`config.mk`:
```
export PLATFORM = sky130hd
export DESIGN_NAME = haar_stage_sequencer
export DESIGN_NICKNAME = d
export VERILOG_FILES = /design/src/rtl/haar_pkg.sv /design/src/rtl/haar_stage_sequencer.sv
export SDC_FILE = /design/constraint.sdc
export NUM_CORES = 1
export LEC_CHECK = 0
export BUFFER_PORTS_ARGS = -buffer_cell sky130_fd_sc_hd__buf_2
export CORE_AREA = 2 2 240 124
export CTS_CLUSTER_SIZE = 8
export DETAILED_ROUTE_END_ITERATION = 7
export DIE_AREA = 0 0 242 126
export PLACE_DENSITY_LB_ADDON = 0.2
export SYNTH_ARGS = -nofsm -noshare
export SYNTH_HDL_FRONTEND = slang
export SYNTH_SLANG_ARGS = --single-unit
```
`constraint.sdc`:
```
create_clock -name clk -period 2.6 [get_ports clk]
set_input_delay 0.26 -clock clk [delete_from_list [all_inputs] [get_ports clk]]
set_output_delay 0.26 -clock clk [all_outputs]
set_load 0.03 [all_outputs]
```
`src/rtl/haar_pkg.sv`:
```
// Shared descriptor layout and state encoding for the Haar cascade sequencer and feature evaluator.
// Field offsets are LSB positions inside the packed ROM words.
package haar_pkg;

   localparam int FT_TYPE_W = 4;
   localparam int FT_POS_W  = 16;
   localparam int FT_DIM_W  = 16;
   localparam int FT_THR_W  = 20;
   localparam int FEAT_W    = FT_TYPE_W + FT_POS_W + 2 * FT_DIM_W + FT_THR_W + 1;

   localparam int FT_POL_LSB  = 0;
   localparam int FT_THR_LSB  = 1;
   localparam int FT_HGT_LSB  = FT_THR_LSB + FT_THR_W;
   localparam int FT_WID_LSB  = FT_HGT_LSB + FT_DIM_W;
   localparam int FT_POS_LSB  = FT_WID_LSB + FT_DIM_W;
   localparam int FT_TYPE_LSB = FT_POS_LSB + FT_POS_W;

   localparam int ST_FLD_W     = 8;
   localparam int STAGE_W      = 3 * ST_FLD_W;
   localparam int ST_THR_LSB   = 0;
   localparam int ST_NUM_LSB   = 8;
   localparam int ST_FIRST_LSB = 16;

   localparam int NUM_STAGES_DEF = 8;

   typedef enum logic [3:0] {
      IDLE  = 4'd0,
      S_RD  = 4'd1,
      S_CAP = 4'd2,
      F_RD  = 4'd3,
      F_CAP = 4'd4,
      ISSUE = 4'd5,
      WAIT  = 4'd6,
      EVAL  = 4'd7,
      DONE  = 4'd8
   } state_t;

endpackage

```
`src/rtl/haar_stage_sequencer.sv`:
```
// Walks one detection window through the classifier cascade: stage/feature ROM fetch, evaluator issue, vote count, early reject.
// Latency 3 cycles per stage + 4 per feature (+ evaluator latency - 1) + 1; holds in WAIT until f_valid, abort wins over everything.
module haar_stage_sequencer
   import haar_pkg::*;
#(
   parameter int FEAT_AW    = 8,
   parameter int STAGE_AW   = 4,
   parameter int NUM_STAGES = NUM_STAGES_DEF
) (
   input  logic                 clk,
   input  logic                 rst_n,
   input  logic                 start,
   input  logic                 abort,
   input  logic [15:0]          window_pos,
   output logic                 busy,
   output logic                 done,
   output logic                 face,
   output logic [STAGE_AW-1:0]  reject_stage,
   output logic [STAGE_AW-1:0]  stage_addr,
   input  logic [STAGE_W-1:0]   stage_data,
   output logic [FEAT_AW-1:0]   feat_addr,
   input  logic [FEAT_W-1:0]    feat_data,
   output logic [FT_TYPE_W-1:0] f_type,
   output logic [FT_POS_W-1:0]  f_position,
   output logic [FT_DIM_W-1:0]  f_width,
   output logic [FT_DIM_W-1:0]  f_height,
   output logic [FT_THR_W-1:0]  f_threshold,
   output logic                 f_polarity,
   output logic                 f_start,
   input  logic                 f_valid,
   input  logic                 f_vote
);

   state_t               state;
   logic [15:0]          win_pos;
   logic [ST_FLD_W-1:0]  num_feat;
   logic [ST_FLD_W-1:0]  vote_thr;
   logic [ST_FLD_W-1:0]  votes;
   logic [ST_FLD_W-1:0]  feat_cnt;

   logic [ST_FLD_W-1:0]  sd_first;
   logic [ST_FLD_W-1:0]  sd_num;
   logic [ST_FLD_W-1:0]  sd_thr;
   logic                 last_stage;
   logic                 stage_pass;

   assign sd_first   = stage_data[ST_FIRST_LSB +: ST_FLD_W];
   assign sd_num     = stage_data[ST_NUM_LSB +: ST_FLD_W];
   assign sd_thr     = stage_data[ST_THR_LSB +: ST_FLD_W];
   assign last_stage = (stage_addr == STAGE_AW'(NUM_STAGES - 1));
   assign stage_pass = (votes >= vote_thr);

   always_ff @(posedge clk or negedge rst_n) begin
      if (!rst_n) begin
         state        <= IDLE;
         win_pos      <= '0;
         num_feat     <= '0;
         vote_thr     <= '0;
         votes        <= '0;
         feat_cnt     <= '0;
         busy         <= 1'b0;
         done         <= 1'b0;
         face         <= 1'b0;
         reject_stage <= '0;
         stage_addr   <= '0;
         feat_addr    <= '0;
         f_type       <= '0;
         f_position   <= '0;
         f_width      <= '0;
         f_height     <= '0;
         f_threshold  <= '0;
         f_polarity   <= 1'b0;
         f_start      <= 1'b0;
      end else if (abort && state != IDLE) begin
         state   <= IDLE;
         busy    <= 1'b0;
         done    <= 1'b0;
         f_start <= 1'b0;
      end else begin
         done    <= 1'b0;
         f_start <= 1'b0;
         case (state)
            IDLE: if (start) begin
               win_pos    <= window_pos;
               stage_addr <= '0;
               busy       <= 1'b1;
               state      <= S_RD;
            end
            S_RD: state <= S_CAP;
            S_CAP: begin
               num_feat <= sd_num;
               vote_thr <= sd_thr;
               votes    <= '0;
               feat_cnt <= '0;
               // feat_addr tracks first_feat + feat_cnt incrementally from here on
               if (sd_num != '0) begin
                  feat_addr <= FEAT_AW'(sd_first);
                  state     <= F_RD;
               end else begin
                  state <= EVAL;
               end
            end
            F_RD: state <= F_CAP;
            F_CAP: begin
               f_type      <= feat_data[FT_TYPE_LSB +: FT_TYPE_W];
               f_position  <= feat_data[FT_POS_LSB +: FT_POS_W] + win_pos;
               f_width     <= feat_data[FT_WID_LSB +: FT_DIM_W];
               f_height    <= feat_data[FT_HGT_LSB +: FT_DIM_W];
               f_threshold <= feat_data[FT_THR_LSB +: FT_THR_W];
               f_polarity  <= feat_data[FT_POL_LSB];
               f_start     <= 1'b1;
               state       <= ISSUE;
            end
            ISSUE: state <= WAIT;
            WAIT: if (f_valid) begin
               votes    <= votes + {{(ST_FLD_W-1){1'b0}}, f_vote};
               feat_cnt <= feat_cnt + 8'd1;
               if (feat_cnt == num_feat - 8'd1) begin
                  state <= EVAL;
               end else begin
                  feat_addr <= feat_addr + FEAT_AW'(1);
                  state     <= F_RD;
               end
            end
            EVAL: begin
               if (!stage_pass) begin
                  face         <= 1'b0;
                  reject_stage <= stage_addr;
                  done         <= 1'b1;
                  state        <= DONE;
               end else if (last_stage) begin
                  face         <= 1'b1;
                  reject_stage <= STAGE_AW'(NUM_STAGES);
                  done         <= 1'b1;
                  state        <= DONE;
               end else begin
                  stage_addr <= stage_addr + STAGE_AW'(1);
                  state      <= S_RD;
               end
            end
            DONE: begin
               busy  <= 1'b0;
               state <= IDLE;
            end
            default: begin
               busy  <= 1'b0;
               state <= IDLE;
            end
         endcase
      end
   end

endmodule

```
==> results of run 1 <==
-- cell families after synthesis --
kind of cell | count (synthesis)
simple gates | 321
flops | 145
compound gates | 113
buf+inv | 49
xor+xnor | 33
fa+ha+maj | 30
mux | 25
-- flip-flops by register name (all words and copies together), names as in the netlist --
| name | cells |
|---|---|
| busy | 1 |
| done | 1 |
| face | 1 |
| reject_stage | 4 |
| vote_thr | 8 |
| f_start | 1 |
| votes | 8 |
| stage_addr | 4 |
| win_pos | 16 |
| feat_cnt | 8 |
| f_type | 4 |
| num_feat | 8 |
| f_height | 16 |
| f_position | 16 |
| f_polarity | 1 |
| f_width | 16 |
| feat_addr | 8 |
| state | 4 |
| f_threshold | 20 |
-- power by group through the flow --
stage	combinational [mW]	sequential [mW]	clock, mW
floorplan	2.01	4.88	0
global route	5.08	3.83	2.89
CTS	4.67	3.70	2.79
finish	4.61	3.70	2.70
global placement	4.58	3.74	0
detailed placement	4.61	3.73	0
-- through the flow --
| stage | total power [mW] | worst slack [ns] | utilization | cells | cell area (um^2) |
|---|---|---|---|---|---|
| 2_1_floorplan | 6.88 | 0.458 | - | 716 | 6970 |
| 3_3_place_gp | 8.32 | 0.144 | 0.302 | 1311 | 8580 |
| 3_5_place_dp | 8.34 | 0.0480 | 0.302 | 1311 | 8580 |
| 4_1_cts | 11.2 | 0.106 | 0.341 | 1390 | 9680 |
| 5_1_grt | 11.8 | 0.0601 | 0.341 | 1390 | 9690 |
| 6_report | 11.0 | 0.205 | 0.341 | 1390 | 9690 |
-- Yosys cell counts (2+ instances only) --
cell type  instances
nand4_1            9
xnor2_1           10
and2_1             2
mux2i_1            2
o21ai_0           38
a21o_1             7
and2b_1            2
nand2_1          217
a21oi_1           19
nor2_1            39
nor4_1             6
nor3_1             3
dfrtp_1          145
nor3b_1            2
a211o_1            3
nand2b_1          10
a31o_2             2
o22a_1             3
o21a_1             5
inv_1             21
mux2_2            23
a22o_1             8
o31ai_1            3
and3_1             3
clkbuf_1          23
ha_1              29
nand3_1           13
o22a_2             5
xor2_1            23
nor2b_1            3
-- timing repair --
action,CTS,global route
gates resized for setup,0,2
hold buffers,47,0
endpoints found under the setup margin,0,2
endpoints found under the hold margin,129,0
-- worst max-delay path, stage by stage (launching register included) --
cell and delay, ns:
dfrtp_1 0.44, nor3_4 0.26, nand2_2 0.08, or4_4 0.49, a2111oi_4 0.44, a311o_4 0.29, nor2_1 0.07, o22a_2 0.21
-- routing by layer --
layer | share of wire | vias to the layer above | routed length, um
met5 | 0 | - | 0
met4 | 0.0098 | 0 | 199
met3 | 0.052 | 13 | 1060
met2 | 0.38 | 126 | 7790
met1 | 0.55 | 2710 | 11300
li1 | - | 2964 | -
-- final cells by class --
cell class / count / area (um^2) / area share
sequential: 145 / 3630 / 0.375
multi-input combinational: 522 / 3140 / 0.325
timing repair buffer: 278 / 1710 / 0.176
tap: 391 / 489 / 0.0505
clock buffer: 20 / 457 / 0.0471
clock inverter: 12 / 179 / 0.0185
inverter: 22 / 82.6 / 0.00852
-- how the worst max path moves through the flow --
stage,from,endpoint
finish,num_feat[0],feat_addr[5]
global route,votes[0],reject_stage[2]
floorplan,num_feat[0],feat_addr[5]
CTS,win_pos[0],f_position[12]
detailed placement,feat_data[53],f_position[12]
global placement,feat_data[53],f_position[12]
==> impl_metrics.py, run 1 <==
metrics = {
    "yosys": {
        "synth_top_cell_by_area": "dfrtp_1",
        "yosys.area_share.simple": 0.200,
        "async_reset_ff_frac": 1.00,
        "synthFlopType": "dfrtp_1",
        "synth-edff-count": 0,
        "netlist_instances": 716,
        "synth_area_leaders": "dfrtp_1, nand2_1, ha_1, mux2_2, xor2_1",
        "synth-seq-cells": 145,
        "avgSynthCellArea_um2": 9.74,
        "synthesis.nets": 865,
        "synth.cell_area_um2": 6970,
        "synth_fa_ha_area_frac": 0.0549,
        "synth_top_family_by_area": "simple AND/OR/NAND/NOR gates",
        "synth_mux_area_frac": 0.0400,
        "synth_cell_types": 68,
        "ys_warn_count": 0,
        "synth-compound-area-share": 0.113,
        "yosys.area.top_type_share": 0.520,
        "yosysSeqAreaShare": 0.520,
        "post_synth_xor_area_fraction": 0.0415,
    },
    "clock_network": {
        "clk_pin_slew_ns": 0.07,
        "cts_buffers": 17,
        "htreeDepth": 4,
        "clock_latency_ns": 0.43,
        "clock_sinks": 145,
        "cts_tree": "yes",
        "cts_buffer_depth": 2,
        "postCtsSetupRepairBufs": 0,
        "cts-root-buf": "clkbuf_16",
    },
    "drt": {
        "via_count": 5813,
        "wl_per_cell_um": 14.6,
        "ant_nets": 0,
        "dr.pass1.iters": 4,
        "avgViaCountPerCell": 4.18,
        "drt_iter0_drc": 315,
        "wirelength_um": 20300,
        "drc": 0,
    },
    "grt": {
        "overflow": 0,
        "grt_usage": 0.139,
        "grt_pass1_vias": 5826,
        "grt_antenna_before_repair": 0,
        "use_met1": 0.210,
        "grt_max_degree": 84,
        "busiest_layer": "met1",
        "met3_usage": 0.0441,
        "grt_pass1_wl_um": 32900,
        "use_met2": 0.186,
    },
    "pwr": {
        "p_int_mw": 6.47,
        "clkPwrFrac": 0.245,
        "p_leak_nw": 4.98,
        "switching_power_mw": 4.54,
        "power_frac_seq": 0.336,
        "netSwitchingFraction": 0.412,
        "ir_drop_v": 0.000617,
        "power_density_nw_per_um2": 1140,
        "combinationalPowerShare": 0.418,
    },
    "final_layout": {
        "diodes": 0,
        "area_growth_pct": 39.0,
        "final_cell_mix": "nand2_1, buf_2, dfrtp_1",
        "mostFrequentLayoutCell": "nand2_1",
        "layout.nets": 1135,
        "drive_above_1_share": 0.308,
        "nFillCells": 2936,
    },
    "place": {
        "place_congestion": 0.760,
        "numPortBuffers": 211,
        "dp_hpwl_um": 14600,
    },
    "timing": {
        "tns_ns": 0,
        "period_minus_slack_ns": 2.40,
        "hold_ws_ns": 0.0290,
        "maxSlewHeadroom": 0.436,
        "rsz0062_at_grt": "false",
        "timing_worst_slew_pin_value_ns": 0.846,
        "skew_ns": 0.00998,
        "fmax_mhz": 418,
        "hold_viol": 0,
        "finalSetupViolations": 0,
        "maxSlewViolCount": 0,
        "timing.final.crit_share": 0.921,
    },
    "setup_path": {
        "arrival_ns": 2.72,
        "reg2reg_setup_slack_ns": 0.20,
        "crit_type": "flop to flop",
        "reg2reg_from": "num_feat[0]",
        "worstReg2RegEnd": "feat_addr[5]",
        "startpoint_type": "flop",
        "cp.required_ns": 2.93,
        "crit_fanout": 16,
        "r2r_cells": 7,
        "end_kind": "flop",
    },
    "run_status": {
        "outcome": "finished, final reports clean",
    },
    "hold_path": {
        "min_to": "f_threshold[17]",
        "min_path_cells": 3,
        "hold_start": "feat_data[18]",
        "hold_path_class": "primary input to flop",
    },
    "floorplan": {
        "io_pins": 212,
        "dieArea_um2": 30500,
        "die_w_um": 242,
        "rows": 44,
        "die_h_um": 126,
        "initial_core_util": 0.245,
        "core_um2": 28400,
    },
    "run": {
        "maxCapViolCount": 0,
    },
}
Power figures use the tool's default switching activity.
==> inputs of run 2 (changes only) <==
--- a/config.mk
+++ b/config.mk
@@ -6,6 +6,8 @@
 export NUM_CORES = 1
 export LEC_CHECK = 0
 export BUFFER_PORTS_ARGS = -buffer_cell sky130_fd_sc_hd__buf_2
+export CELL_PAD_IN_SITES_DETAIL_PLACEMENT = 0
+export CELL_PAD_IN_SITES_GLOBAL_PLACEMENT = 1
 export CORE_AREA = 2 2 240 124
 export CTS_CLUSTER_SIZE = 8
 export DETAILED_ROUTE_END_ITERATION = 7
==> constraint.sdc (replaced) <==
create_clock -name clk -period 2.6 [get_ports clk]
set_input_delay 0.78 -clock clk [delete_from_list [all_inputs] [get_ports clk]]
set_output_delay 0.78 -clock clk [all_outputs]
set_load 0.03 [all_outputs]
==> run 2 against run 1 <==
Net effect:
- via count is 2.8% lower
- sequential cell count unchanged
- die area unchanged
- setup slack lost 0.019 ns
- clock skew is essentially flat
- sequential power about the same
- wire length grew 0.69%
- total power rose by 0.29%
- clock power decreased by 3%
- worst hold slack better by 0.24 ns
- first-iteration DRC count fell by 37%
- critical path type unchanged
- critical endpoint unchanged
==> impl_metrics.py, run 2 (synthesized netlist as in run 1, its figures left out) <==
metrics = {
    "setup_path": {
        "cp_top_family": "simple AND/OR/NAND/NOR gates",
        "arrival_ns": 2.74,
        "end_kind": "flop",
        "reg2reg_from": "num_feat[0]",
        "cp.required_ns": 2.93,
        "critPathSlowestCell": "or4_4",
        "startpoint_type": "flop",
        "cpPeakStageDelay_ns": 0.50,
        "r2r_cells": 7,
        "crit_end": "feat_addr[5]",
        "worstReg2RegEnd": "feat_addr[5]",
        "crit_chain": "nor3_4, nand2_2, or4_4, a2111oi_4, a311o_4, nor2_1, o22a_2",
        "cp-startpoint": "num_feat[0]",
        "reg2reg_setup_slack_ns": 0.19,
        "cp.depth": 7,
        "critPathBufInv": 0,
        "crit_type": "flop to flop",
        "crit_fanout": 16,
    },
    "run_status": {
        "outcome": "finished, final reports clean",
    },
    "hold_path": {
        "hold_path_class": "primary input to asynchronous set/reset pin",
    },
    "timing": {
        "period_minus_slack_ns": 2.41,
        "maxSlewHeadroom": 0.467,
        "timing.final.crit_share": 0.929,
        "timing_worst_slew_pin_value_ns": 0.797,
        "fmax_mhz": 414,
        "rsz0062_at_grt": "false",
        "maxSlewViolCount": 0,
        "finalSetupViolations": 0,
        "hold_viol": 0,
        "skew_ns": 0.0105,
    },
    "final_layout": {
        "final_cell_mix": "nand2_1, buf_2, dfrtp_1",
        "regMostFlops": "f_threshold",
        "diodes": 0,
        "mostFrequentLayoutCell": "nand2_1",
        "multiInputGateArea_um2": 3140,
        "regArea_um2": 3630,
        "area_growth_pct": 33.4,
        "nFillCells": 3059,
        "largest_register_ffs": 20,
        "final_cells": 1355,
        "layout.nets": 1100,
        "drive_above_1_share": 0.331,
    },
    "clock_network": {
        "clk_pin_slew_ns": 0.07,
        "clock_latency_ns": 0.44,
        "ctsResizeCount": 0,
        "htreeDepth": 4,
        "cts_buffers": 17,
        "cts_buffer_depth": 2,
        "cts_tree": "yes",
        "postCtsSetupRepairBufs": 0,
        "clock_sinks": 145,
        "cts-root-buf": "clkbuf_16",
        "holdBufCountCts": 0,
    },
    "drt": {
        "wirelength_um": 20500,
        "drc": 0,
        "drt_iter0_drc": 199,
        "dr.pass1.iters": 5,
        "wl_per_cell_um": 15.1,
        "avgViaCountPerCell": 4.17,
        "via_count": 5653,
        "ant_nets": 0,
    },
    "grt": {
        "grt_usage": 0.141,
        "grt_pass1_vias": 5679,
        "grt_max_degree": 58,
        "overflow": 0,
        "grt_pass1_wl_um": 32900,
        "grt_antenna_before_repair": 1,
    },
    "pwr": {
        "p_leak_nw": 4.83,
        "power_density_nw_per_um2": 1190,
        "power_mw": 11.0,
        "ir_drop_v": 0.000447,
    },
    "floorplan": {
        "rows": 44,
        "die_h_um": 126,
        "dieArea_um2": 30500,
        "initial_core_util": 0.245,
        "core_um2": 28400,
        "io_pins": 212,
        "die_w_um": 242,
    },
    "place": {
        "numPortBuffers": 211,
        "place_congestion": 0.769,
        "dp_hpwl_um": 15300,
        "dp_cells": 1323,
    },
    "run": {
        "maxCapViolCount": 0,
    },
}
run 2: area by class of cell:
type,instances,area share
Multi-Input combinational cell,522,0.337
Timing Repair Buffer,243,0.144
Inverter,22,0.00888
Sequential cell,145,0.390
Clock inverter,12,0.0168
Clock buffer,20,0.0502
Tap cell,391,0.0526
run 2: metal layers:
metal / vias up / wire length [um] / global-route usage
li1: 2881 / - / -
met2: 115 / 7910 / 0.181
met3: 23 / 1270 / 0.0473
met1: 2634 / 11000 / 0.213
met5: - / 0 / 0
met4: 0 / 337 / 0.0527
run 2: worst register-to-register path, delay by kind of cell (launching register included):
family	cells	cell delay, ns
AND/OR/NAND/NOR	4	0.97
AO/OA/AOI/OAI	3	0.92
flip-flops	1	0.44
run 2: through the flow:
stage	hold slack (ns)	setup TNS (ns)	utilization	setup slack, ns	cell area, um^2
finish	0.268	0	0.327	0.186	9300
global route	0.295	0	0.327	0.0176	9300
CTS	0.266	0	0.327	0.180	9300
detailed placement	0.456	-0.979	0.305	-0.295	8680
global placement	0.452	-0.773	0.305	-0.211	8680
floorplan	0.484	0	-	0.0524	6970
run 2: worst min path at each step:
stage | depth (start not counted) | to | slack, ns
global placement | 2 | f_height[5] | 0.45
floorplan | 0 | busy | 0.48
detailed placement | 2 | f_polarity | 0.46
global route | 1 | f_position[5] | 0.29
CTS | 1 | f_position[5] | 0.27
finish | 1 | f_position[5] | 0.27
run 2: report_power, final:
group	leakage, nW	switching (mW)	internal [mW]
Combinational	2.69	2.97	1.76
Clock	0.295	1.03	1.59
Sequential	1.84	0.562	3.14
Total	4.83	4.56	6.48
